<file path="config.mk">
export PLATFORM = sky130hd
export DESIGN_NAME = led_blink_multi
export DESIGN_NICKNAME = d
export VERILOG_FILES = /design/src/rtl/led_blink_pkg.sv /design/src/rtl/blink_tick_gen.sv /design/src/rtl/led_blink_multi.sv
export SDC_FILE = /design/constraint.sdc
export NUM_CORES = 1
export LEC_CHECK = 0
export BUFFER_PORTS_ARGS = -buffer_cell sky130_fd_sc_hd__buf_2
export CAP_MARGIN = 10
export CORE_ASPECT_RATIO = 1.75
export CORE_MARGIN = 5
export CORE_UTILIZATION = 51
export DETAILED_ROUTE_END_ITERATION = 10
export MAX_ROUTING_LAYER = met4
export PLACE_DENSITY = 0.78
export SLEW_MARGIN = 20
export SYNTH_ARGS = -nofsm -noshare
export SYNTH_HDL_FRONTEND = slang
export SYNTH_SLANG_ARGS = --single-unit
</file>
<file path="constraint.sdc">
create_clock -name clk -period 3.94 [get_ports clk]
set_clock_uncertainty 0.1 [all_clocks]
set_input_delay 0.788 -clock clk [delete_from_list [all_inputs] [get_ports clk]]
set_output_delay 0.788 -clock clk [all_outputs]
set_load 0.02 [all_outputs]
</file>
<file path="src/rtl/led_blink_pkg.sv">
// Shared definitions for the multi-channel LED sequencer.
// Mode encodings, millisecond divider and PWM resolution.
package led_blink_pkg;

    typedef enum logic [1:0] {
        MODE_OFF   = 2'd0,
        MODE_ON    = 2'd1,
        MODE_BLINK = 2'd2,
        MODE_BURST = 2'd3
    } mode_e;

    localparam int MS_DIV = 1000;
    localparam int PWM_W  = 8;

endpackage

</file>
<file path="src/rtl/blink_tick_gen.sv">
// Millisecond prescaler: one-cycle tick_ms every FREQ_CLOCK/1000 clocks.
// Counts 0..TICK_CYCLES-1; tick_ms is high while the count sits at the top.
module blink_tick_gen
    import led_blink_pkg::*;
#(
    parameter int FREQ_CLOCK = 12_000_000
) (
    input  logic clk,
    input  logic rst_n,
    output logic tick_ms
);

    localparam int TICK_CYCLES = FREQ_CLOCK / MS_DIV;
    localparam int CW = $clog2(TICK_CYCLES);

    logic [CW-1:0] cnt;
    logic          wrap;

    assign wrap    = (cnt == CW'(TICK_CYCLES - 1));
    assign tick_ms = wrap;

    always_ff @(posedge clk or negedge rst_n) begin
        if (!rst_n) begin
            cnt <= '0;
        end else if (wrap) begin
            cnt <= '0;
        end else begin
            cnt <= cnt + 1'b1;
        end
    end

endmodule

</file>
<file path="src/rtl/led_blink_multi.sv">
// N-channel LED sequencer with OFF/ON/BLINK/BURST modes per channel.
// Optional brightness control when LED_PWM_EN is defined.
module led_blink_multi
    import led_blink_pkg::*;
#(
    parameter int FREQ_CLOCK   = 12_000_000,
    parameter int N_CH         = 4,
    parameter int HP_W         = 16,
    parameter int HALF_DEFAULT = 1000,
    parameter int BURST_N      = 3
) (
    input  logic                    clk,
    input  logic                    rst_n,
    input  logic                    cfg_we,
    input  logic [$clog2(N_CH)-1:0] cfg_ch,
    input  logic [1:0]              cfg_mode,
    input  logic [HP_W-1:0]         cfg_half,
`ifdef LED_PWM_EN
    input  logic [PWM_W-1:0]        cfg_duty,
`endif
    output logic                    tick_ms,
    output logic [N_CH-1:0]         led
);

    localparam int CHW = $clog2(N_CH);
    localparam int SW  = $clog2(4 * BURST_N);

    logic [N_CH-1:0] lit;
    logic [HP_W-1:0] half_in;

    // A zero half-period would never match cnt==half-1; clamp it to 1 ms.
    assign half_in = (cfg_half == '0) ? HP_W'(1) : cfg_half;

    blink_tick_gen #(
        .FREQ_CLOCK(FREQ_CLOCK)
    ) u_tick (
        .clk    (clk),
        .rst_n  (rst_n),
        .tick_ms(tick_ms)
    );

`ifdef LED_PWM_EN
    logic [PWM_W-1:0] pwm_cnt;

    always_ff @(posedge clk or negedge rst_n) begin
        if (!rst_n) begin
            pwm_cnt <= '0;
        end else begin
            pwm_cnt <= pwm_cnt + 1'b1;
        end
    end
`endif

    for (genvar i = 0; i < N_CH; i++) begin : g_ch
        mode_e           mode;
        logic [HP_W-1:0] half;
        logic [HP_W-1:0] cnt;
        logic [SW-1:0]   slot;
        logic [SW-1:0]   slot_nxt;
        logic            hit;
        logic            last;
        logic            run;
        logic            raw;

        assign hit  = cfg_we && (cfg_ch == CHW'(i));
        assign last = (cnt == half - 1'b1);
        assign run  = (mode == MODE_BLINK) || (mode == MODE_BURST);

        always_comb begin
            slot_nxt = '0;
            raw      = 1'b0;
            unique case (mode)
                MODE_OFF: raw = 1'b0;
                MODE_ON:  raw = 1'b1;
                MODE_BLINK: begin
                    slot_nxt = SW'(!slot[0]);
                    raw      = slot[0];
                end
                MODE_BURST: begin
                    if (slot != SW'(4 * BURST_N - 1)) begin
                        slot_nxt = slot + 1'b1;
                    end
                    raw = (slot < SW'(2 * BURST_N)) && slot[0];
                end
                default: raw = 1'b0;
            endcase
        end

        // A write restarts the phase and takes priority over a coincident tick.
        always_ff @(posedge clk or negedge rst_n) begin
            if (!rst_n) begin
                mode <= MODE_BLINK;
                half <= HP_W'(HALF_DEFAULT);
                cnt  <= '0;
                slot <= '0;
            end else if (hit) begin
                mode <= mode_e'(cfg_mode);
                half <= half_in;
                cnt  <= '0;
                slot <= '0;
            end else if (tick_ms && run) begin
                if (last) begin
                    cnt  <= '0;
                    slot <= slot_nxt;
                end else begin
                    cnt <= cnt + 1'b1;
                end
            end
        end

`ifdef LED_PWM_EN
        logic [PWM_W-1:0] duty;

        always_ff @(posedge clk or negedge rst_n) begin
            if (!rst_n) begin
                duty <= '1;
            end else if (hit) begin
                duty <= cfg_duty;
            end
        end

        assign lit[i] = raw && (pwm_cnt < duty);
`else
        assign lit[i] = raw;
`endif
    end

    always_ff @(posedge clk or negedge rst_n) begin
        if (!rst_n) begin
            led <= '0;
        end else begin
            led <= lit;
        end
    end

endmodule
</file>
# Yosys cells after proc, flatten, opt, wreduce, memory -nomap -nowiden
# Cells that the tools add are included.
[word_totals]
in_bits = 23
elab_cells = 135
latchBits = 0
ram_bits = 0
memories = 0
romBits = 0
regBits = 170
[classes]
n_addsub = 13
order_cmp = 4
div = 0
n_reduce_logical = 38
bitwise_logic = 0
mul = 0
n_eq_ne = 24
shifts = 0
mux = 38
[ops]
columns = ["cell", "n"]
rows = [
  ["two-way mux 16 bit", 13],
  ["adder 16 x 1 -> 16 bit (second input constant)", 4],
  ["equality test 16 bit", 4],
  ["two-way mux 4 bit", 16],
  ["subtractor 16 x 1 -> 16 bit (second input constant)", 4],
  ["case mux 4 bit (2 select lines)", 4],
  ["equality test 2 bit (second input constant)", 10],
  ["adder 4 x 1 -> 4 bit (second input constant)", 4],
  ["zero test 16 bit", 1],
  ["< comparator 4 x 3 -> 1 bit (second input constant)", 4],
  ["inequality test 4 bit (second input constant)", 4],
  ["case mux 1 bit (4 select lines)", 4],
  ["nonzero test 2 bit", 8],
  ["adder 14 x 1 -> 14 bit (second input constant)", 1],
  ["equality test 14 bit (second input constant)", 1],
  ["two-way mux 14 bit", 1],
  ["logical AND 1 bit", 12],
  ["equality test 2 x 1 -> 1 bit (second input constant)", 5],
  ["zero test 2 bit", 5],
  ["AND reduction 2 bit", 4],
  ["zero test 1 bit", 4],
  ["logical OR 1 bit", 4],
]

# Longest topological paths before layout
# Gate-level depths: netlist of run 1.
[depth]
word_depth = 6
ltp_mapped = 12

# By module
# Synthesis of run 1 repeated with hierarchy kept, for this count alone.
[unflattened]
hier_cells = 1198
area_unflattened_um2 = 10293.6
[by_module_without_submodules]
columns = ["module", "cells_per_inst", "area_per_inst_um2", "instances"]
rows = [
  ["led_blink_multi", 1128, 9582.9, 1],
  ["blink_tick_gen", 70, 710.7, 1],
]

# Worst setup path before layout of run 1
# Ideal clock, no wire load.
[synth_path]
path_type = "flip-flop to flip-flop"
startpoint = "register g_ch[0].half[0]"
endpoint = "register g_ch[0].cnt[12]"
synth_period_minus_slack_ns = 3.153
t_arrival_ns = 2.925
stages_incl_launch_ff = 13
required_ns = 3.712
slack_ns = 0.787
setup_ns = 0.128
path_buffers = 2
cell_sequence = "dfrtp_1 -> clkbuf_1 -> inv_1 -> ha_1 -> or3_1 -> or3_1 -> a21o_1 -> a2111oi_0 -> o2111ai_1 -> and2_1 -> nand3_1 -> buf_2 -> o31ai_1"
[synth_via]
elab_chain_cells = 5
[synth_lines]
columns = ["element", "line", "rtl"]
rows = [
  ["from (decl)", "led_blink_multi.sv:56", "logic [HP_W-1:0] half;"],
  ["from (signal assigned)", "led_blink_multi.sv:93", "half <= HP_W'(HALF_DEFAULT);"],
  ["from (signal assigned)", "led_blink_multi.sv:98", "half <= half_in;"],
  ["subtractor 16 x 1 -> 16 bit", "led_blink_multi.sv:66", "assign last = (cnt == half - 1'b1);"],
  ["equality test 16 bit", "led_blink_multi.sv:66", ""],
  ["two-way mux 16 bit", "led_blink_multi.sv:102", "if (last) begin"],
  ["two-way mux 16 bit", "led_blink_multi.sv:101", "end else if (tick_ms && run) begin"],
  ["two-way mux 16 bit", "led_blink_multi.sv:96", "end else if (hit) begin"],
  ["to (signal assigned)", "led_blink_multi.sv:106", "cnt <= cnt + 1'b1;"],
  ["to (decl)", "led_blink_multi.sv:57", "logic [HP_W-1:0] cnt;"],
]
# No other way between the ends. The select of a mux whose other input is x is not followed.
# A chain may end at the register's enable or synchronous reset.

# Final worst setup path of run 1
[layout_path]
startpoint = "register g_ch[1].half[0]"
endpoint = "register g_ch[1].cnt[11]"
[layout_via]
elab_chain_cells = 5
[layout_lines]
columns = ["element", "line"]
rows = [
  ["from (decl)", "led_blink_multi.sv:56"],
  ["from (signal assigned)", "led_blink_multi.sv:93"],
  ["from (signal assigned)", "led_blink_multi.sv:98"],
  ["subtractor 16 x 1 -> 16 bit", "led_blink_multi.sv:66"],
  ["equality test 16 bit", "led_blink_multi.sv:66"],
  ["two-way mux 16 bit", "led_blink_multi.sv:102"],
  ["two-way mux 16 bit", "led_blink_multi.sv:101"],
  ["two-way mux 16 bit", "led_blink_multi.sv:96"],
  ["to (signal assigned)", "led_blink_multi.sv:106"],
  ["to (decl)", "led_blink_multi.sv:57"],
]
# No other way between the ends. The select of a mux whose other input is x is not followed.

==> metrics, run 1 <==
status finished, final reports clean; fmax 0.284 GHz; Syn Inst Count 1,235; wire length per cell 17.3 um; critical path depth 10; multiplexer area fraction after synthesis 0.993%; Die W 118 um; final period utilization 89.3%; Worst Hold Class primary input to asynchronous set/reset pin; final worst slack 0.423 ns; Post-Syn Area 0.0103 mm^2; WP data arrival 3.74 ns; Die Span Y 198 um; Avg Cell Area, Syn 8.37 um^2; Placed Cells 1,470; clock sink count 170; CP startpoint kind flip-flop; Max transition margin 34.7%; vias in the first global route 9,172; met1 Use GR 26.7%; Clock transition at path regs 0.07 ns; fraction of layout cells with a size suffix above 1 10.7%; Via density 6.04; Synth Area in Simple Gates 31.2%; Fillers 1,809; hpwl dp 18.5 mm; leakage power 4.87 nW; largest net degree at the start of global routing 76; CTS tree built; GR Util All Layers 23.7%; path depth of the worst reg2reg path 10; clock buffer count from CTS 17; layer with the highest usage met2; pwr/cell area 412 mW/mm^2; Setup Fix Bufs, Post-CTS 0; VDD IR max 0.311 mV; Synth Area in Compound Gates 12.2%; Yosys cell types 71; # port buffers 27; Layout area overhead 9.30%; max-capacitance violation count 0; Worst EP required 4.16 ns; fin nets 1,277; post-route insts no fill 1,502; leading cell type in the layout, fill and taps excluded nand2_1; Initial Util 51.4%; CP endpoint kind flip-flop; CP peak stage delay 0.53 ns; clock period minus worst slack 3.52 ns; Yosys reg bits 170; WL final 25.9 mm; setup_tns 0 ns; ys flop type dfrtp_1; Synth Area in Adders 1.57%; combinational family with the most area after synthesis simple AND/OR/NAND/NOR gates; row count 69; Hold Vio Cnt, Final 0; number of iterations in the first detailed-routing pass 5; max-slew violations 0; die area 0.0233 mm^2; met2 usage 40.5%; CP max stage cell or4b_1; sequential-to-total area share from yosys stat 41.5%; initial antenna violation count 0; Yosys warnings 0; Post-Synth XOR/XNOR Area 9.15%; crit path kind flip-flop to flip-flop; CTS hold repair buffers 0; H-tree depth 4; first-pass GRT wire length 44.4 mm; Worst Path Buf+Inv 1; Max clock buf depth 2; number of I/O pins 28; Routed Antenna Nets 0; most frequent cells in the layout nand2_1, dfrtp_1, o21ai_0; met3 GRT Util 3.97%; Final setup viols 0; top cell family by delay on the critical path simple AND/OR/NAND/NOR gates; DRT iter0 DRCs 666; routed vias 9,069; Overall Power 0.00465 W; drt drc 0; CP Max Fanout 9; clock root buffer clkbuf_16; RSZ-0062 raised after global routing false; Post-synth ARST share 100%; crit path cell chain inv_1 -> ha_1 -> or4b_1 -> or4_1 -> a21boi_1 -> o21bai_1 -> a2111oi_4 -> nor2_2 -> nor4b_1 -> a211o_1; Core Area 0.0201 mm^2; Overflow after GRT 0; Antenna Cells 0; syn nets 1,271; Clk Latency, worst-skew pair 0.44 ns; Post-synth EDFFs 0; Final GP Congestion 0.943; worst slack, placed 0.498 ns; CTS resizes 0; Slew @ Worst Pin 0.980 ns
[cells by family after synthesis]
logic type / after synthesis
buffers and inverters: 92
adder cells (fa/ha/maj): 13
AO/OA/AOI/OAI: 195
XOR/XNOR: 108
AND/OR/NAND/NOR: 647
multiplexers: 10
flip-flops: 170
[flip-flops by register name, summed over array words and instances (netlist names)]
signal and cells:
g_ch.cnt 64, g_ch.half 64, g_ch.mode 8, g_ch.slot 16, led 4, u_tick.cnt 14
[synth_stat cells (all sizes together), types with 17 or more instances]
library cell | n | area [um^2]
nand3 | 59 | 295
nor3 | 51 | 275
a21oi | 29 | 149
inv | 34 | 128
dfrtp | 142 | 3550
nand4 | 25 | 156
nor4 | 20 | 140
xor2 | 46 | 403
and3 | 25 | 156
or3 | 19 | 119
nand2 | 274 | 1030
nor2 | 70 | 265
dfstp | 28 | 736
clkbuf | 50 | 188
xnor2 | 62 | 543
o21ai | 69 | 345
o31ai | 17 | 128
[path summary, 6_finish.rpt]
kind,from,to,slack [ns]
min reg2reg,u_tick.cnt[0],u_tick.cnt[0],0.38
max reg2reg,g_ch[1].half[0],g_ch[1].cnt[11],0.42
min,rst_n,g_ch[0].cnt[6],0.26
min in group clk,u_tick.cnt[0],u_tick.cnt[0],0.38
max in group asynchronous,rst_n,g_ch[1].mode[1],2.48
max,g_ch[1].half[0],g_ch[1].cnt[11],0.42
[power breakdown]
| group | internal, W | total [W] | switching, W | leakage (nW) |
|---|---|---|---|---|
| clock | 0.000908 | 0.00165 | 0.000742 | 0.273 |
| combinational | 0.000357 | 0.000843 | 0.000486 | 2.43 |
| sequential | 0.00192 | 0.00216 | 0.000234 | 2.16 |
[per-stage QoR]
stage	hold slack (ns)	cell area (um^2)	util, %
after global placement	0.348	10700	53.3
final	0.262	11300	56.1
after CTS	0.277	11300	56.1
after detailed placement	0.384	10700	53.3
after global routing	0.336	11300	56.1
after floorplan	0.332	10300	-
[layer usage]
| metal | routed length, um | share of wire, % |
|---|---|---|
| met1 | 10600 | 41 |
| met2 | 13400 | 52 |
| met3 | 907 | 3.5 |
| met4 | 1080 | 4.2 |
| met5 | 0 | 0 |
[final cells by class]
type / instances / area (um^2) / area share, %
Multi-Input combinational cell: 973 / 5710 / 50.5
Sequential cell: 170 / 4290 / 38.0
Clock buffer: 20 / 457 / 4.04
Tap cell: 248 / 310 / 2.75
Timing Repair Buffer: 45 / 289 / 2.56
Inverter: 34 / 128 / 1.13
Clock inverter: 12 / 115 / 1.02
Power figures use the tool's default switching activity.
==> inputs of run 2 (changes only) <==
--- a/config.mk
+++ b/config.mk
@@ -7,7 +7,7 @@
 export LEC_CHECK = 0
 export BUFFER_PORTS_ARGS = -buffer_cell sky130_fd_sc_hd__buf_2
 export CAP_MARGIN = 10
-export CORE_ASPECT_RATIO = 1.75
+export CORE_ASPECT_RATIO = 0.5
 export CORE_MARGIN = 5
 export CORE_UTILIZATION = 51
 export DETAILED_ROUTE_END_ITERATION = 10
==> run 2 against run 1 <==
Net effect:
- utilization grew 1.3 points
- largest cell class unchanged
- highest routed layer unchanged
- first-iteration DRC count grew 22%
- critical endpoint is now g_ch[3].slot[2]
- via count increased by 1.4%
- register-to-register slack about the same
- sequential share of layout area down 0.055 points
- cell count grew 1.1%
- maximum frequency decreased by 0.38%
==> metrics, run 2 (synthesized netlist as in run 1, its figures left out) <==
WL final 26.6 mm (+2.7%); most frequent cells in the layout nand2_1, dfrtp_1, o21ai_0; Max transition margin 33.3% (-1.3 points); R2R Setup Slk 0.41 ns (about the same); Via density 6.06 (+0.36%); Post-DP Area 0.0107 mm^2 (about the same); routed vias 9,199 (+1.4%); Routed Antenna Nets 0 (unchanged); Worst Hold Class primary input to asynchronous set/reset pin; worst slack, placed 0.480 ns (-0.0183 ns); DRT iter0 DRCs 814 (+22%); # port buffers 27 (unchanged); leakage power 4.87 nW (+0.10%); largest net degree at the start of global routing 90 (+18%); met3 wire len 1.99 mm (+120%); path depth of the worst reg2reg path 10 (unchanged); Core Area 0.0197 mm^2 (-2.1%); Regs by FF count g_ch.cnt (64), g_ch.half (64), g_ch.slot (16); Final GP Congestion 0.920 (-2.5%); Reg2Reg Launch Point g_ch[3].half[0]; pwr/cell area 414 mW/mm^2 (+0.54%); number of I/O pins 28 (unchanged); CP Max Fanout 17 (+8); RSZ-0062 raised after global routing false; Max clock buf depth 2 (unchanged); Reg area 0.00429 mm^2 (unchanged); Setup Fix Bufs, Post-CTS 0 (unchanged); clock buffer count from CTS 17 (unchanged); Initial Util 52.5% (+1.1 points); Hold Vio Cnt, Final 0 (unchanged); Final setup viols 0 (unchanged); fin nets 1,275 (-0.16%); setup_tns 0 ns (unchanged); Layout area overhead 9.46%; final period utilization 89.6% (+0.34 points); max-capacitance violation count 0 (unchanged); Clk Latency, worst-skew pair 0.45 ns (about the same); Die Span Y 111 um (-44%); Die W 211 um (+80%); number of iterations in the first detailed-routing pass 7 (+2); wire length per cell 17.5 um (+1.6%); initial antenna violation count 0 (unchanged); DRT met1 WL 11.7 mm (+11%); Slew @ Worst Pin 1.00 ns (+0.0200 ns); final worst slack 0.409 ns (-0.0133 ns); CTS hold repair buffers 0 (unchanged); Worst EP required 4.20 ns (+0.04 ns); WP data arrival 3.79 ns (+0.05 ns); clock root buffer clkbuf_16; Antenna Cells 0 (unchanged); Fillers 1,670 (-7.7%); Finished Cell Area 0.0113 mm^2 (+0.14%); clock period minus worst slack 3.53 ns (+0.0133 ns); hold_ws 0.299 ns (+0.0375 ns); Overflow after GRT 0 (unchanged); CP endpoint kind flip-flop; CTS resizes 0 (unchanged); GR Util All Layers 23.9% (+0.23 points); leading cell type in the layout, fill and taps excluded nand2_1; status finished, final reports clean; crit path kind flip-flop to flip-flop; VDD IR max 0.245 mV (-21%); row count 36 (-48%); vias in the first global route 8,947 (-2.5%); fraction of layout cells with a size suffix above 1 10.7% (+0.017 points); drt drc 0 (unchanged); Clock transition at path regs 0.08 ns (about the same); CP startpoint kind flip-flop; H-tree depth 4 (unchanged); clock sink count 170 (unchanged); R2R Path End g_ch[3].slot[2]; hpwl dp 18.3 mm (-0.82%); die area 0.0234 mm^2 (+0.26%); DR top layer met4; met2 routed WL 12.4 mm (-7.5%); max-slew violations 0 (unchanged); area occupied by multi-input gates 0.00571 mm^2 (about the same); first-pass GRT wire length 44.9 mm (+1.2%); CTS tree built; fmax 0.283 GHz (-0.38%)
## run 2: cell count changes in the layout (fill, tap and decap cells not counted)
cell / previous run / this run
buf_4: 17 / 15
clkinv_4: 4 / 5
bufinv_16: 1 / 0
clkinv_8: 0 / 1
inv_8: 0 / 7
clkinvlp_4: 3 / 0
nor2_1: 68 / 67
inv_6: 2 / 1
clkbuf_1: 1 / 0
clkinv_2: 2 / 1
nor2_2: 2 / 3
clkbuf_8: 2 / 0
## run 2: stage by stage
stage | utilization (%) | total power, W | cells
floorplan | - | 0.00274 | 1235
global placement | 54.5 | 0.00298 | 1486
detailed placement | 54.5 | 0.00302 | 1486
CTS | 57.5 | 0.00469 | 1518
global route | 57.5 | 0.00492 | 1518
finish | 57.5 | 0.00468 | 1518
## run 2: per-layer routing
metal  vias up  global-route usage [%]
li1       4338                       -
met1      4489                    32.6
met2       319                    36.5
met3        53                    4.59
met4         0                    7.16
met5         -                       -
## run 2: final cells by class
| type | instances | area share (%) |
|---|---|---|
| clock inverters | 15 | 1.35 |
| multi-input cells | 973 | 50.5 |
| repair buffers | 43 | 2.42 |
| flip-flops and latches | 170 | 37.9 |
| inverters | 34 | 1.13 |
| clock buffers | 17 | 3.76 |
| well taps | 266 | 2.94 |
## run 2: worst max-delay path by stage
stage | to | cells past startpoint | from | slack (ns)
2_1_floorplan | g_ch[0].cnt[12] | 12 | g_ch[0].half[0] | 0.79
3_3_place_gp | g_ch[0].cnt[0] | 10 | g_ch[0].half[0] | 0.60
3_5_place_dp | g_ch[3].slot[2] | 10 | g_ch[3].half[0] | 0.48
4_1_cts | g_ch[3].slot[2] | 10 | g_ch[3].half[0] | 0.46
5_1_grt | g_ch[0].cnt[1] | 10 | g_ch[0].half[0] | 0.16
6_report | g_ch[3].slot[2] | 10 | g_ch[3].half[0] | 0.41
## run 2: power breakdown
group | internal, W | leakage [nW] | total [W] | switching (W)
sequential | 0.00192 | 2.16 | 0.00216 | 0.000234
clock | 0.000847 | 0.288 | 0.00167 | 0.000825
combinational | 0.000356 | 2.42 | 0.000855 | 0.000499
total | 0.00313 | 4.87 | 0.00468 | 0.00156
## run 2: critical path, cell delays in order (launching register included)
cell	delay, ns
dfrtp_1	0.45
inv_1	0.09
ha_1	0.19
nor2b_1	0.26
nand3_1	0.23
mux2_2	0.34
o211ai_1	0.10
o21ai_0	0.14
or4_1	0.82
or4_1	0.57
a21oi_1	0.16
==> inputs of run 3 (changes only) <==
--- a/config.mk
+++ b/config.mk
@@ -12,7 +12,7 @@
 export CORE_UTILIZATION = 51
 export DETAILED_ROUTE_END_ITERATION = 10
 export MAX_ROUTING_LAYER = met4
-export PLACE_DENSITY = 0.78
+export PLACE_DENSITY = 0.81
 export SLEW_MARGIN = 20
 export SYNTH_ARGS = -nofsm -noshare
 export SYNTH_HDL_FRONTEND = slang
==> constraint.sdc (replaced) <==
create_clock -name clk -period 3.2 [get_ports clk]
set_clock_uncertainty 0.1 [all_clocks]
set_input_delay 0.64 -clock clk [delete_from_list [all_inputs] [get_ports clk]]
set_output_delay 0.64 -clock clk [all_outputs]
set_load 0.02 [all_outputs]
==> run 3 against run 2 <==
Net effect:
- sequential power up 22%
- largest cell class unchanged
- critical endpoint is now g_ch[3].slot[1]
- critical path depth is 1 lower
- flip-flop and latch count stayed put
- maximum frequency increased by 12%
- die area did not move
- clock power is 29% higher
- clock-buffer cell count rose by 2
- routed wire length up 3.4%
- final area is 3.8% higher
==> metrics, run 3 (synthesized netlist as in run 1, its figures left out) <==
status finished, final reports clean; fraction of layout cells with a size suffix above 1 15.1% (+4.4 points); final period utilization 98.1% (+8.5 points); worst slack, placed -0.0658 ns (-0.546 ns); # port buffers 27 (unchanged); Regs by FF count g_ch.cnt (64), g_ch.half (64), g_ch.slot (16); crit path cell chain nor4_4 -> nand2_2 -> nor3_4 -> mux2i_1 -> or4_1 -> or4_4 -> buf_4 -> or3_1 -> a21oi_1; Die W 211 um (unchanged); Hold Vio Cnt, Final 0 (unchanged); fin nets 1,310 (+2.7%); CP startpoint kind flip-flop; Slew @ Worst Pin 0.750 ns (-0.250 ns); Core Area 0.0197 mm^2 (unchanged); CP endpoint kind flip-flop; VDD IR max 0.430 mV (+75%); CP peak stage delay 0.60 ns (-0.22 ns); Layout area overhead 13.6%; Worst EP required 3.46 ns (-0.74 ns); clock period minus worst slack 3.14 ns (-0.391 ns); CTS tree built; max-slew violations 0 (unchanged); CP Max Fanout 8 (-9); final worst slack 0.0600 ns (-0.349 ns); GR Util All Layers 24.0% (+0.095 points); most frequent cells in the layout nand2_1, dfrtp_1, o21ai_0; drt drc 0 (unchanged); clock buffer count from CTS 17 (unchanged); initial antenna violation count 0 (unchanged); crit path kind flip-flop to flip-flop; Via density 6.13 (+1.2%); Antenna Cells 0 (unchanged); number of iterations in the first detailed-routing pass 6 (-1); Initial Util 52.5% (unchanged); WP data arrival 3.40 ns (-0.39 ns); first-pass GRT wire length 45.3 mm (+0.81%); clock sink count 170 (unchanged); Final GP Congestion 0.950 (+3.3%); Post-DP Area 0.0109 mm^2 (+1.7%); largest net degree at the start of global routing 55 (-39%); Max transition margin 49.8% (+16 points); fmax 0.318 GHz (+12%); hpwl dp 18.8 mm (+2.7%); Max clock buf depth 2 (unchanged); Clk Latency, worst-skew pair 0.44 ns (about the same); DRT iter0 DRCs 911 (+12%); path depth of the worst reg2reg path 9 (-1); Finished Cell Area 0.0117 mm^2 (+3.8%); routed vias 9,523 (+3.5%); wire length per cell 17.7 um (+1.1%); die area 0.0234 mm^2 (unchanged); Worst Hold Class primary input to asynchronous set/reset pin; CTS hold repair buffers 0 (unchanged); setup_tns 0 ns (unchanged); WL final 27.5 mm (+3.4%); H-tree depth 4 (unchanged); leakage power 5.08 nW (+4.2%); number of I/O pins 28 (unchanged); Final setup viols 0 (unchanged); row count 36 (unchanged); leading cell type in the layout, fill and taps excluded nand2_1; Clock transition at path regs 0.07 ns (about the same); RSZ-0062 raised after global routing true; Overflow after GRT 0 (unchanged); max-capacitance violation count 0 (unchanged); Routed Antenna Nets 0 (unchanged); clock root buffer clkbuf_16; vias in the first global route 9,177 (+2.6%); pwr/cell area 511 mW/mm^2 (+23%); CP max stage cell or4_4; Die Span Y 111 um (unchanged)
run 3: layout make-up:
class	count	area, um^2
clock buffer	19	453
inverter	34	128
tap	266	333
sequential	170	4290
multi-input combinational	973	5860
clock inverter	13	155
fill	1569	7950
timing repair buffer	78	524
run 3: where the power goes:
part	switching (W)	internal [W]	leakage (nW)
logic	0.000685	0.000509	2.62
clock network	0.000946	0.00121	0.295
registers	0.000274	0.00237	2.16
total	0.00190	0.00409	5.08
run 3: per-stage QoR:
stage | std cells | hold slack (ns) | util, % | total power (W)
global route | 1553 | 0.0817 | 59.6 | 0.00626
detailed placement | 1512 | 0.359 | 55.4 | 0.00376
floorplan | 1235 | 0.244 | - | 0.00338
finish | 1553 | 0.0348 | 59.6 | 0.00600
global placement | 1512 | 0.345 | 55.4 | 0.00370
CTS | 1546 | 0.0561 | 58.6 | 0.00591
run 3: critical path, delay by kind of cell (launching register included):
kind | cells | cell delay (ns)
multiplexers | 1 | 0.09
flip-flops | 1 | 0.42
AND/OR/NAND/NOR | 6 | 2.12
buffers and inverters | 1 | 0.18
AO/OA/AOI/OAI | 1 | 0.15
run 3: timing repair:
action	CTS	global route
setup buffers	2	7
resized for setup	1	32
setup endpoints to repair	8	48
cloned	0	0
pin swaps	0	8
endpoints found under the hold margin	0	0
run 3: worst paths after layout:
kind	start	end	slack (ns)
setup / recovery	g_ch[3].half[3]	g_ch[3].slot[1]	0.06
hold / removal	rst_n	u_tick.cnt[7]	0.03
setup reg to reg	g_ch[3].half[3]	g_ch[3].slot[1]	0.06
hold reg to reg	u_tick.cnt[0]	u_tick.cnt[0]	0.37
max in group asynchronous	rst_n	g_ch[3].half[5]	2.06
min in group clk	cfg_half[6]	g_ch[2].half[6]	0.36
run 3: metal layers:
layer	part of all wire [%]	vias up	global-route usage, %
li1	-	4413	-
met1	42	4636	31.1
met2	47	393	37.6
met3	7.8	81	5.27
met4	3.3	0	8.15
met5	0	-	-
